<file path="config.mk">
export PLATFORM = sky130hd
export DESIGN_NAME = dict_loader
export DESIGN_NICKNAME = d
export VERILOG_FILES = /design/src/rtl/compression_pkg.sv /design/src/rtl/mem_port_arb.sv /design/src/rtl/dict_loader.sv
export SDC_FILE = /design/constraint.sdc
export NUM_CORES = 1
export LEC_CHECK = 0
export ABC_AREA = 1
export BUFFER_PORTS_ARGS = -buffer_cell sky130_fd_sc_hd__buf_2
export CAP_MARGIN = 5
export CELL_PAD_IN_SITES_DETAIL_PLACEMENT = 0
export CELL_PAD_IN_SITES_GLOBAL_PLACEMENT = 2
export CORE_UTILIZATION = 18
export DETAILED_ROUTE_END_ITERATION = 10
export PLACE_DENSITY = 0.85
export SYNTH_ARGS = -nofsm -noshare
export SYNTH_HDL_FRONTEND = slang
export SYNTH_SLANG_ARGS = --single-unit
</file>
<file path="constraint.sdc">
create_clock -name clk -period 1.6 [get_ports clk]
set_clock_uncertainty 0.2 [all_clocks]
set_input_delay 0.32 -clock clk [delete_from_list [all_inputs] [get_ports clk]]
set_output_delay 0.32 -clock clk [all_outputs]
set_load 0.03 [all_outputs]
</file>
<file path="src/rtl/compression_pkg.sv">
// ---------------------------------------------------------------------------
// compression_pkg
//
// Shared definitions for the compression dictionaries and their boot-time
// loader: default field widths, dictionary sizes, the default memory-image
// base address, the loader state encoding and a small width helper.
//
// Ports: none (package).
// ---------------------------------------------------------------------------
package compression_pkg;

  // Default value/key widths of the three dictionaries.
  localparam int DEF_FIELD1_VAL_WIDTH = 7;
  localparam int DEF_FIELD2_VAL_WIDTH = 10;
  localparam int DEF_FIELD3_VAL_WIDTH = 15;
  localparam int DEF_FIELD1_KEY_WIDTH = 3;
  localparam int DEF_FIELD2_KEY_WIDTH = 5;
  localparam int DEF_FIELD3_KEY_WIDTH = 8;

  // Entry counts for the default key widths.
  localparam int N1   = 1 << DEF_FIELD1_KEY_WIDTH;
  localparam int N2   = 1 << DEF_FIELD2_KEY_WIDTH;
  localparam int N3   = 1 << DEF_FIELD3_KEY_WIDTH;
  localparam int NTOT = N1 + N2 + N3;

  // Word-aligned byte address of the dictionary image.
  localparam logic [31:0] DEF_DICT_BASE_ADDR = 32'h0001_0000;

  typedef enum logic [2:0] {
    ST_IDLE     = 3'd0,
    ST_PORTWAIT = 3'd1,
    ST_FETCH    = 3'd2,
    ST_WRITE    = 3'd3,
    ST_DONE     = 3'd4
  } loader_state_t;

  // Largest of three widths; sizes the capture register so that every
  // dictionary can take its value slice from the same word.
  function automatic int max3(input int a, input int b, input int c);
    int m;
    m = (a > b) ? a : b;
    return (m > c) ? m : c;
  endfunction

endpackage

</file>
<file path="src/rtl/mem_port_arb.sv">
// ---------------------------------------------------------------------------
// mem_port_arb
//
// 2:1 combinational mux for the single memory port. When loader_owns is set
// the loader drives the port and the fetch controller sees ready=0, which
// stalls (but never drops) its request. Otherwise the controller's request
// passes straight through. Read data always fans out to the controller.
//
// Ports:
//   loader_owns   in   1   loader currently owns the port
//   loader_valid  in   1   loader request
//   loader_addr   in   32  loader address
//   ctrl_valid    in   1   fetch-controller request
//   ctrl_addr     in   32  fetch-controller address
//   ctrl_ready    out  1   ready back to the controller
//   ctrl_rdata    out  32  read data back to the controller
//   mem_valid     out  1   request to memory
//   mem_addr      out  32  address to memory
//   mem_ready     in   1   memory ready (rdata valid this cycle)
//   mem_rdata     in   32  memory read data
// ---------------------------------------------------------------------------
module mem_port_arb (
  input  logic        loader_owns,
  input  logic        loader_valid,
  input  logic [31:0] loader_addr,
  input  logic        ctrl_valid,
  input  logic [31:0] ctrl_addr,
  output logic        ctrl_ready,
  output logic [31:0] ctrl_rdata,
  output logic        mem_valid,
  output logic [31:0] mem_addr,
  input  logic        mem_ready,
  input  logic [31:0] mem_rdata
);

  assign mem_valid  = loader_owns ? loader_valid : ctrl_valid;
  assign mem_addr   = loader_owns ? loader_addr  : ctrl_addr;
  assign ctrl_ready = loader_owns ? 1'b0         : mem_ready;
  assign ctrl_rdata = mem_rdata;

endmodule

</file>
<file path="src/rtl/dict_loader.sv">
// ---------------------------------------------------------------------------
// dict_loader
//
// Boot-time sequencer that fetches the three compression dictionaries from a
// memory image (one 32-bit word per entry, key order, dict1 then dict2 then
// dict3) and writes them through the dictionaries' write ports. It owns the
// memory port only while fetching/writing; otherwise the fetch controller's
// traffic passes straight through. proc_stall holds the core off until done.
//
// Optional feature (macro DICT_LOADER_CHECKSUM_EN): one extra word after the
// image must equal the XOR of all image words; a mismatch raises chk_err.
//
// Ports:
//   clk                 in   1   clock
//   resetn              in   1   asynchronous active-low reset
//   start               in   1   1-cycle pulse, (re)starts a load
//   busy                out  1   load in progress
//   done                out  1   sticky, all entries written
//   proc_stall          out  1   busy or start pending
//   ctrl_mem_req_valid  in   1   fetch-controller request
//   ctrl_mem_req_ready  out  1   ready back to the controller
//   ctrl_mem_req_addr   in   32  controller address
//   ctrl_mem_req_rdata  out  32  read data to the controller
//   mem_req_valid       out  1   request to memory
//   mem_req_ready       in   1   memory ready (rdata valid this cycle)
//   mem_req_addr        out  32  memory address
//   mem_req_rdata       in   32  memory read data
//   dictN_write_enable  out  1   N=1..3, one pulse per entry
//   dictN_write_val     out  FIELDN_VAL_WIDTH  captured word low bits
//   chk_err             out  1   checksum mismatch (DICT_LOADER_CHECKSUM_EN)
// ---------------------------------------------------------------------------
module dict_loader #(
  parameter int          FIELD1_VAL_WIDTH = compression_pkg::DEF_FIELD1_VAL_WIDTH,
  parameter int          FIELD2_VAL_WIDTH = compression_pkg::DEF_FIELD2_VAL_WIDTH,
  parameter int          FIELD3_VAL_WIDTH = compression_pkg::DEF_FIELD3_VAL_WIDTH,
  parameter int          FIELD1_KEY_WIDTH = compression_pkg::DEF_FIELD1_KEY_WIDTH,
  parameter int          FIELD2_KEY_WIDTH = compression_pkg::DEF_FIELD2_KEY_WIDTH,
  parameter int          FIELD3_KEY_WIDTH = compression_pkg::DEF_FIELD3_KEY_WIDTH,
  parameter logic [31:0] DICT_BASE_ADDR   = compression_pkg::DEF_DICT_BASE_ADDR,
  parameter bit          AUTO_START       = 1'b1
) (
  input  logic                        clk,
  input  logic                        resetn,
  input  logic                        start,
  output logic                        busy,
  output logic                        done,
  output logic                        proc_stall,
  input  logic                        ctrl_mem_req_valid,
  output logic                        ctrl_mem_req_ready,
  input  logic [31:0]                 ctrl_mem_req_addr,
  output logic [31:0]                 ctrl_mem_req_rdata,
  output logic                        mem_req_valid,
  input  logic                        mem_req_ready,
  output logic [31:0]                 mem_req_addr,
  input  logic [31:0]                 mem_req_rdata,
  output logic                        dict1_write_enable,
  output logic [FIELD1_VAL_WIDTH-1:0] dict1_write_val,
  output logic                        dict2_write_enable,
  output logic [FIELD2_VAL_WIDTH-1:0] dict2_write_val,
  output logic                        dict3_write_enable,
  output logic [FIELD3_VAL_WIDTH-1:0] dict3_write_val
`ifdef DICT_LOADER_CHECKSUM_EN
  ,
  output logic                        chk_err
`endif
);

  import compression_pkg::*;

  localparam int NUM1    = 1 << FIELD1_KEY_WIDTH;
  localparam int NUM2    = 1 << FIELD2_KEY_WIDTH;
  localparam int NUM3    = 1 << FIELD3_KEY_WIDTH;
  localparam int NUM_TOT = NUM1 + NUM2 + NUM3;
  // One extra count value so idx can reach NUM_TOT without wrapping.
  localparam int IDX_W   = $clog2(NUM_TOT + 1);
  localparam int WORD_W  = max3(FIELD1_VAL_WIDTH, FIELD2_VAL_WIDTH, FIELD3_VAL_WIDTH);

  localparam logic [IDX_W-1:0] IDX_LAST = IDX_W'(NUM_TOT - 1);
  localparam logic [IDX_W-1:0] IDX_B12  = IDX_W'(NUM1);
  localparam logic [IDX_W-1:0] IDX_B23  = IDX_W'(NUM1 + NUM2);
`ifdef DICT_LOADER_CHECKSUM_EN
  localparam logic [IDX_W-1:0] IDX_CHK  = IDX_W'(NUM_TOT);
`endif

  loader_state_t     state_reg, state_next;
  logic [IDX_W-1:0]  idx_reg, idx_next;
  logic [WORD_W-1:0] word_reg, word_next;
  logic              done_reg, done_next;
  logic              busy_reg, busy_next;
`ifdef DICT_LOADER_CHECKSUM_EN
  logic [31:0]       acc_reg, acc_next;
  logic              chk_err_reg, chk_err_next;
`endif

  logic              loader_valid;
  logic              loader_owns;
  logic              in_busy_state;
  logic              start_ok;
  logic [2:0]        dict_we;
  logic [31:0]       loader_addr;

  // start is only honoured while no load is running.
  assign start_ok      = start && ((state_reg == ST_IDLE) || (state_reg == ST_DONE));
  assign in_busy_state = (state_reg == ST_PORTWAIT) || (state_reg == ST_FETCH) ||
                         (state_reg == ST_WRITE);
  assign loader_owns   = (state_reg == ST_FETCH) || (state_reg == ST_WRITE);
  assign loader_addr   = DICT_BASE_ADDR + (32'(idx_reg) << 2);

  // -------------------------------------------------------------------------
  // State register and datapath registers
  // -------------------------------------------------------------------------
  always_ff @(posedge clk or negedge resetn) begin
    if (!resetn) begin
      state_reg   <= AUTO_START ? ST_PORTWAIT : ST_IDLE;
      idx_reg     <= '0;
      word_reg    <= '0;
      done_reg    <= 1'b0;
      busy_reg    <= 1'b0;
`ifdef DICT_LOADER_CHECKSUM_EN
      acc_reg     <= '0;
      chk_err_reg <= 1'b0;
`endif
    end else begin
      state_reg   <= state_next;
      idx_reg     <= idx_next;
      word_reg    <= word_next;
      done_reg    <= done_next;
      busy_reg    <= busy_next;
`ifdef DICT_LOADER_CHECKSUM_EN
      acc_reg     <= acc_next;
      chk_err_reg <= chk_err_next;
`endif
    end
  end

  // -------------------------------------------------------------------------
  // Next-state logic
  // -------------------------------------------------------------------------
  always_comb begin
    state_next   = state_reg;
    idx_next     = idx_reg;
    word_next    = word_reg;
    done_next    = done_reg;
    loader_valid = 1'b0;
`ifdef DICT_LOADER_CHECKSUM_EN
    acc_next     = acc_reg;
    chk_err_next = chk_err_reg;
`endif

    case (state_reg)
      ST_IDLE, ST_DONE: begin
        if (start) begin
          state_next = ST_PORTWAIT;
          idx_next   = '0;
          done_next  = 1'b0;
`ifdef DICT_LOADER_CHECKSUM_EN
          acc_next     = '0;
          chk_err_next = 1'b0;
`endif
        end
      end

      // Let any in-flight controller miss finish before taking the port.
      ST_PORTWAIT: begin
        if (!ctrl_mem_req_valid) begin
          state_next = ST_FETCH;
        end
      end

      ST_FETCH: begin
        loader_valid = 1'b1;
        if (mem_req_ready) begin
`ifdef DICT_LOADER_CHECKSUM_EN
          if (idx_reg == IDX_CHK) begin
            // Trailing check word: compared, never written to a dictionary.
            chk_err_next = (mem_req_rdata != acc_reg);
            done_next    = 1'b1;
            state_next   = ST_DONE;
          end else begin
            word_next  = mem_req_rdata[WORD_W-1:0];
            acc_next   = acc_reg ^ mem_req_rdata;
            state_next = ST_WRITE;
          end
`else
          word_next  = mem_req_rdata[WORD_W-1:0];
          state_next = ST_WRITE;
`endif
        end
      end

      ST_WRITE: begin
        idx_next = idx_reg + IDX_W'(1);
        if (idx_reg == IDX_LAST) begin
`ifdef DICT_LOADER_CHECKSUM_EN
          state_next = ST_FETCH;
`else
          state_next = ST_DONE;
          done_next  = 1'b1;
`endif
        end else begin
          state_next = ST_FETCH;
        end
      end

      default: state_next = ST_IDLE;
    endcase

    // busy is registered alongside the state so it reads 0 in reset.
    busy_next = (state_next == ST_PORTWAIT) || (state_next == ST_FETCH) ||
                (state_next == ST_WRITE);
  end

  // -------------------------------------------------------------------------
  // Dictionary write strobes: entries fill in key order, dict1 first.
  // -------------------------------------------------------------------------
  always_comb begin
    dict_we = 3'b000;
    if (state_reg == ST_WRITE) begin
      if (idx_reg < IDX_B12) begin
        dict_we[0] = 1'b1;
      end else if (idx_reg < IDX_B23) begin
        dict_we[1] = 1'b1;
      end else begin
        dict_we[2] = 1'b1;
      end
    end
  end

  assign dict1_write_enable = dict_we[0];
  assign dict2_write_enable = dict_we[1];
  assign dict3_write_enable = dict_we[2];
  assign dict1_write_val    = word_reg[FIELD1_VAL_WIDTH-1:0];
  assign dict2_write_val    = word_reg[FIELD2_VAL_WIDTH-1:0];
  assign dict3_write_val    = word_reg[FIELD3_VAL_WIDTH-1:0];

  assign busy       = busy_reg;
  assign done       = done_reg;
  assign proc_stall = in_busy_state || start_ok;
`ifdef DICT_LOADER_CHECKSUM_EN
  assign chk_err    = chk_err_reg;
`endif

  // -------------------------------------------------------------------------
  // Memory port mux
  // -------------------------------------------------------------------------
  mem_port_arb u_arb (
    .loader_owns  (loader_owns),
    .loader_valid (loader_valid),
    .loader_addr  (loader_addr),
    .ctrl_valid   (ctrl_mem_req_valid),
    .ctrl_addr    (ctrl_mem_req_addr),
    .ctrl_ready   (ctrl_mem_req_ready),
    .ctrl_rdata   (ctrl_mem_req_rdata),
    .mem_valid    (mem_req_valid),
    .mem_addr     (mem_req_addr),
    .mem_ready    (mem_req_ready),
    .mem_rdata    (mem_req_rdata)
  );

endmodule

</file>
==> metrics.log <==
INFO  metric cts_tree = built
INFO  metric run_status = complete, but fails checks
INFO  metric critical_path_class = reg2out
INFO  metric clk_transition_reported_paths = 50 ps
INFO  metric post-synth-top-area-fraction = 33.86%
INFO  metric regToRegSetupSlack = 10 ps
INFO  metric buffer_ports.inserted = 138
INFO  metric power_density = 1997 nW/um^2
INFO  metric drtAntennaViolNets = 0
INFO  metric critical_path.reg2reg.startpoint = state_reg[2]$_DFF_PN0_
INFO  metric holdCritPathClass = in2reg
INFO  metric p_comb_share = 68.6%
INFO  metric place.gp.congestion = 0.8203
INFO  metric min_setup_slack_post_route = -327.5 ps
INFO  metric area_growth_syn_to_layout = 78.66%
INFO  metric power.leakage = 2.012 nW
INFO  metric max_slew.worst_pin.slew = 393.0 ps
INFO  metric num-nets-final = 512
INFO  metric drt_pre_antenna_iters = 5
INFO  metric timing.reg2reg.worst_path_depth = 8
INFO  metric dieArea = 11,930 sq um
INFO  metric total_switching_power = 3.640 mW
INFO  metric worst_ep_required_time = 1080 ps
INFO  metric violations = setup timing
INFO  metric routed_length_per_placed_instance = 11.31 microns
INFO  metric flip_flop_count_of_the_largest_register_all_copies_and_words_added = 15
INFO  metric synth_largest_area_cell = sky130_fd_sc_hd__dfrtp_1
INFO  metric vias_per_cell = 3.964
INFO  metric clockPowerShare = 14.8%
INFO  metric design.core.area = 11,030 sq um
INFO  metric cts-buffers-inserted = 5
INFO  metric grtUsageTotal = 10.44%
INFO  metric antenna_cells = 0
INFO  metric p_int = 3.742 mW
INFO  metric synth_nets = 379
INFO  metric drt_iter0_drc = 71
INFO  metric synth.area.top_cells = sky130_fd_sc_hd__dfrtp_1 (34%), sky130_fd_sc_hd__buf_4 (18%), sky130_fd_sc_hd__nand2_1 (15%), sky130_fd_sc_hd__inv_1 (8.0%), sky130_fd_sc_hd__nor2_1 (7.6%)
INFO  metric final_hold_viol_count = 0
INFO  metric h-tree-depth = 2
INFO  metric synth_sequential_area_ratio = 35.13%
INFO  metric synthesis.area = 2069 sq um
INFO  metric floorplan.rows = 38
INFO  metric vias = 2,311
INFO  metric achievable-frequency = 0.5188 GHz
INFO  metric final-instance-count-excl-fill = 583
INFO  metric rsz0062_at_grt = true
INFO  metric reg2reg_to = idx_reg[8]$_DFFE_PN0P_
INFO  metric number_of_global_route_vias_before_repair = 2,055
INFO  metric numPlacedInstances = 566
INFO  metric setup_viol = 38
INFO  metric gr-total-overflow = 0
INFO  metric number_of_design_rule_violations_left_after_detail_routing = 0
INFO  metric finalHoldWorstSlack = 90.53 ps
INFO  metric cp-startpoint = state_reg[1]$_DFF_PN0_
INFO  metric grt_antenna_before_repair = 0
INFO  metric count_of_boundary_i_o_pins = 173
INFO  metric cp_data_arrival_time = 1410 ps
INFO  metric cells_after_synth = 309
INFO  metric chipWidth = 109.2 microns
INFO  metric period_minus_slack = 1927 ps
INFO  metric initial_core_util = 18.76%
INFO  metric max_slew_margin = 73.80%
INFO  metric first_pass_grt_wire_length = 9.549 mm
INFO  metric grt_start_max_net_pins = 30
INFO  metric buffer_depth_of_the_longest_clock_path = 2
INFO  metric cp_max_fo = 8
INFO  metric synth-seq-cells = 29
INFO  metric timing.critical_path.to_type = primary output
INFO  metric die_height = 109.2 microns
INFO  metric sw_frac_of_total = 49.31%
INFO  metric clock_latency = 270 ps
INFO  metric final-max-slew-violation-count = 0
INFO  metric sequential_fraction_of_design_power = 16.5%
INFO  metric wl = 6.591 mm
INFO  metric irDropWorstVdd = 0.7028 mV
INFO  metric avgSynthCellArea = 6.697 sq um
INFO  metric place_hpwl = 4.935 mm
INFO  metric cp-endpoint = ctrl_mem_req_ready
INFO  metric final_worst_path_cycle_share = 120.5%
INFO  metric synth_warn = 0
INFO  metric fillerInstances = 1,122
INFO  metric max-cap-violations = 0
INFO  metric clkSinkCount = 29
INFO  metric critical_path.startpoint_type = flop
INFO  metric distinct_cell_type_count_after_synthesis = 21
INFO  metric ctsRootBufferMaster = sky130_fd_sc_hd__clkbuf_16
INFO  metric post_route_cells_drive_above_1_share = 57.56%
-- cells by family after synthesis --
kind of cell / synth area share (%)
AOI/OAI and AO/OA: 4.293
and+or+nand+nor: 31.80
buffers and inverters: 28.17
DFF: 35.13
adders and majority gates: 0.6045
-- worst min path at each step --
stage                          start                             end  depth (start not counted)
finish              mem_req_rdata[4]  dict3_write_val[4]$_DFFE_PN0P_                          3
global placement              resetn  dict3_write_val[5]$_DFFE_PN0P_                          2
CTS                 mem_req_rdata[4]  dict3_write_val[4]$_DFFE_PN0P_                          3
floorplan                     resetn                  busy$_DFF_PN0_                          0
global route        mem_req_rdata[4]  dict3_write_val[4]$_DFFE_PN0P_                          3
detailed placement            resetn  dict3_write_val[4]$_DFFE_PN0P_                          2
-- metrics by stage --
step / cell area, sq um / util (%) / TNS, ps / power, mW / worst slack (ps)
after CTS: 3586 / 32.51 / -11950 / 7.257 / -358.8
after global routing: 3697 / 33.52 / -13370 / 7.849 / -377.9
final: 3697 / 33.52 / -11160 / 7.383 / -327.5
after detailed placement: 3004 / 27.23 / -1537 / 5.425 / -80.22
after global placement: 3004 / 27.23 / -654.8 / 5.395 / -46.92
after floorplan: 2242 / - / -749.3 / 4.353 / -70.52
-- metal layers --
metal  track usage (%)  routed length (microns)  up-vias
li1                  -                        -     1150
met1             12.34                     2617     1055
met2             18.82                     3384      100
met3             1.913                      513        6
met4             3.524                       75        0
met5                 0                        0        -
-- worst max-delay path, stage by stage, from the launching register on --
cell and delay [ps]:
sky130_fd_sc_hd__dfrtp_1 390, sky130_fd_sc_hd__inv_2 90, sky130_fd_sc_hd__nor2_4 60, sky130_fd_sc_hd__buf_12 150, sky130_fd_sc_hd__buf_6 110, sky130_fd_sc_hd__buf_6 110
sky130_fd_sc_hd__nor2_4 100, sky130_fd_sc_hd__buf_6 130
-- cells in the mapped netlist --
| library cell | n |
|---|---|
| sky130_fd_sc_hd__o211ai_1 | 1 |
| sky130_fd_sc_hd__nor2_2 | 2 |
| sky130_fd_sc_hd__o22ai_1 | 1 |
| sky130_fd_sc_hd__buf_2 | 7 |
| sky130_fd_sc_hd__or2_2 | 1 |
| sky130_fd_sc_hd__nor2_1 | 42 |
| sky130_fd_sc_hd__a21oi_1 | 3 |
| sky130_fd_sc_hd__inv_2 | 2 |
| sky130_fd_sc_hd__nand4_1 | 4 |
| sky130_fd_sc_hd__o21ai_1 | 8 |
| sky130_fd_sc_hd__o21ai_0 | 4 |
| sky130_fd_sc_hd__inv_1 | 44 |
| sky130_fd_sc_hd__nand3_1 | 26 |
| sky130_fd_sc_hd__nand2_1 | 81 |
| sky130_fd_sc_hd__nand2_2 | 1 |
| sky130_fd_sc_hd__dfstp_2 | 1 |
| sky130_fd_sc_hd__nor3_1 | 1 |
| sky130_fd_sc_hd__nor2_4 | 1 |
| sky130_fd_sc_hd__buf_4 | 50 |
| sky130_fd_sc_hd__dfrtp_1 | 28 |
| sky130_fd_sc_hd__ha_1 | 1 |
-- power groups by stage --
stage                     sequential [mW]  combinational, mW  clock [mW]
after floorplan                      1.61               2.74           0
after global placement               1.21               4.19           0
after detailed placement             1.22               4.20           0
after CTS                            1.22               4.92        1.13
after global routing                 1.26               5.42        1.17
final                                1.22               5.07        1.09
-- cell type report --
type,count,area [sq um],area share [%]
repair buffers,183,1350,36.51
inverters,46,178.9,4.839
clock buffers,7,142.6,3.858
clock inverters,1,30.03,0.8122
flip-flops and latches,29,726.9,19.66
multi-input cells,177,1094,29.58
well taps,140,175.2,4.738
-- cell usage in the layout (no fill, tap or decap) --
cell type | Yosys | final
sky130_fd_sc_hd__dfstp_2 | 1 | 1
sky130_fd_sc_hd__buf_4 | 50 | 38
sky130_fd_sc_hd__o21ai_4 | 0 | 7
sky130_fd_sc_hd__nor2_1 | 42 | 13
sky130_fd_sc_hd__nand2_2 | 1 | 11
sky130_fd_sc_hd__inv_2 | 2 | 3
sky130_fd_sc_hd__dfrtp_1 | 28 | 28
sky130_fd_sc_hd__buf_12 | 0 | 3
sky130_fd_sc_hd__nand3_4 | 0 | 1
sky130_fd_sc_hd__inv_4 | 0 | 1
sky130_fd_sc_hd__nor2_4 | 1 | 18
sky130_fd_sc_hd__nand2_4 | 0 | 1
sky130_fd_sc_hd__o22ai_2 | 0 | 1
sky130_fd_sc_hd__buf_16 | 0 | 2
sky130_fd_sc_hd__dlygate4sd3_1 | 0 | 1
sky130_fd_sc_hd__inv_1 | 44 | 41
sky130_fd_sc_hd__buf_2 | 7 | 100
sky130_fd_sc_hd__nand2_1 | 81 | 70
sky130_fd_sc_hd__buf_6 | 0 | 39
sky130_fd_sc_hd__bufinv_16 | 0 | 1
sky130_fd_sc_hd__nor3_4 | 0 | 1
sky130_fd_sc_hd__o21ai_2 | 0 | 1
sky130_fd_sc_hd__clkbuf_1 | 0 | 1
sky130_fd_sc_hd__nand4_1 | 4 | 4
sky130_fd_sc_hd__o21ai_0 | 4 | 4
sky130_fd_sc_hd__o211ai_1 | 1 | 1
sky130_fd_sc_hd__clkbuf_16 | 0 | 5
sky130_fd_sc_hd__nand3_2 | 0 | 1
sky130_fd_sc_hd__a21oi_2 | 0 | 1
sky130_fd_sc_hd__clkinvlp_4 | 0 | 1
sky130_fd_sc_hd__a21oi_4 | 0 | 2
sky130_fd_sc_hd__nand3_1 | 26 | 24
sky130_fd_sc_hd__ha_1 | 1 | 1
sky130_fd_sc_hd__clkbuf_8 | 0 | 1
sky130_fd_sc_hd__nor2_2 | 2 | 14
sky130_fd_sc_hd__or2_2 | 1 | 1
-- timing repair --
item / in CTS / in global routing
hold buffers: 1 / 0
pin swaps: 3 / 7
setup endpoints to repair: 41 / 65
gates cloned: 2 / 0
hold endpoints to repair: 28 / 0
resized for setup: 96 / 31
buffers inserted: 6 / 1
Power figures use the tool's default switching activity.
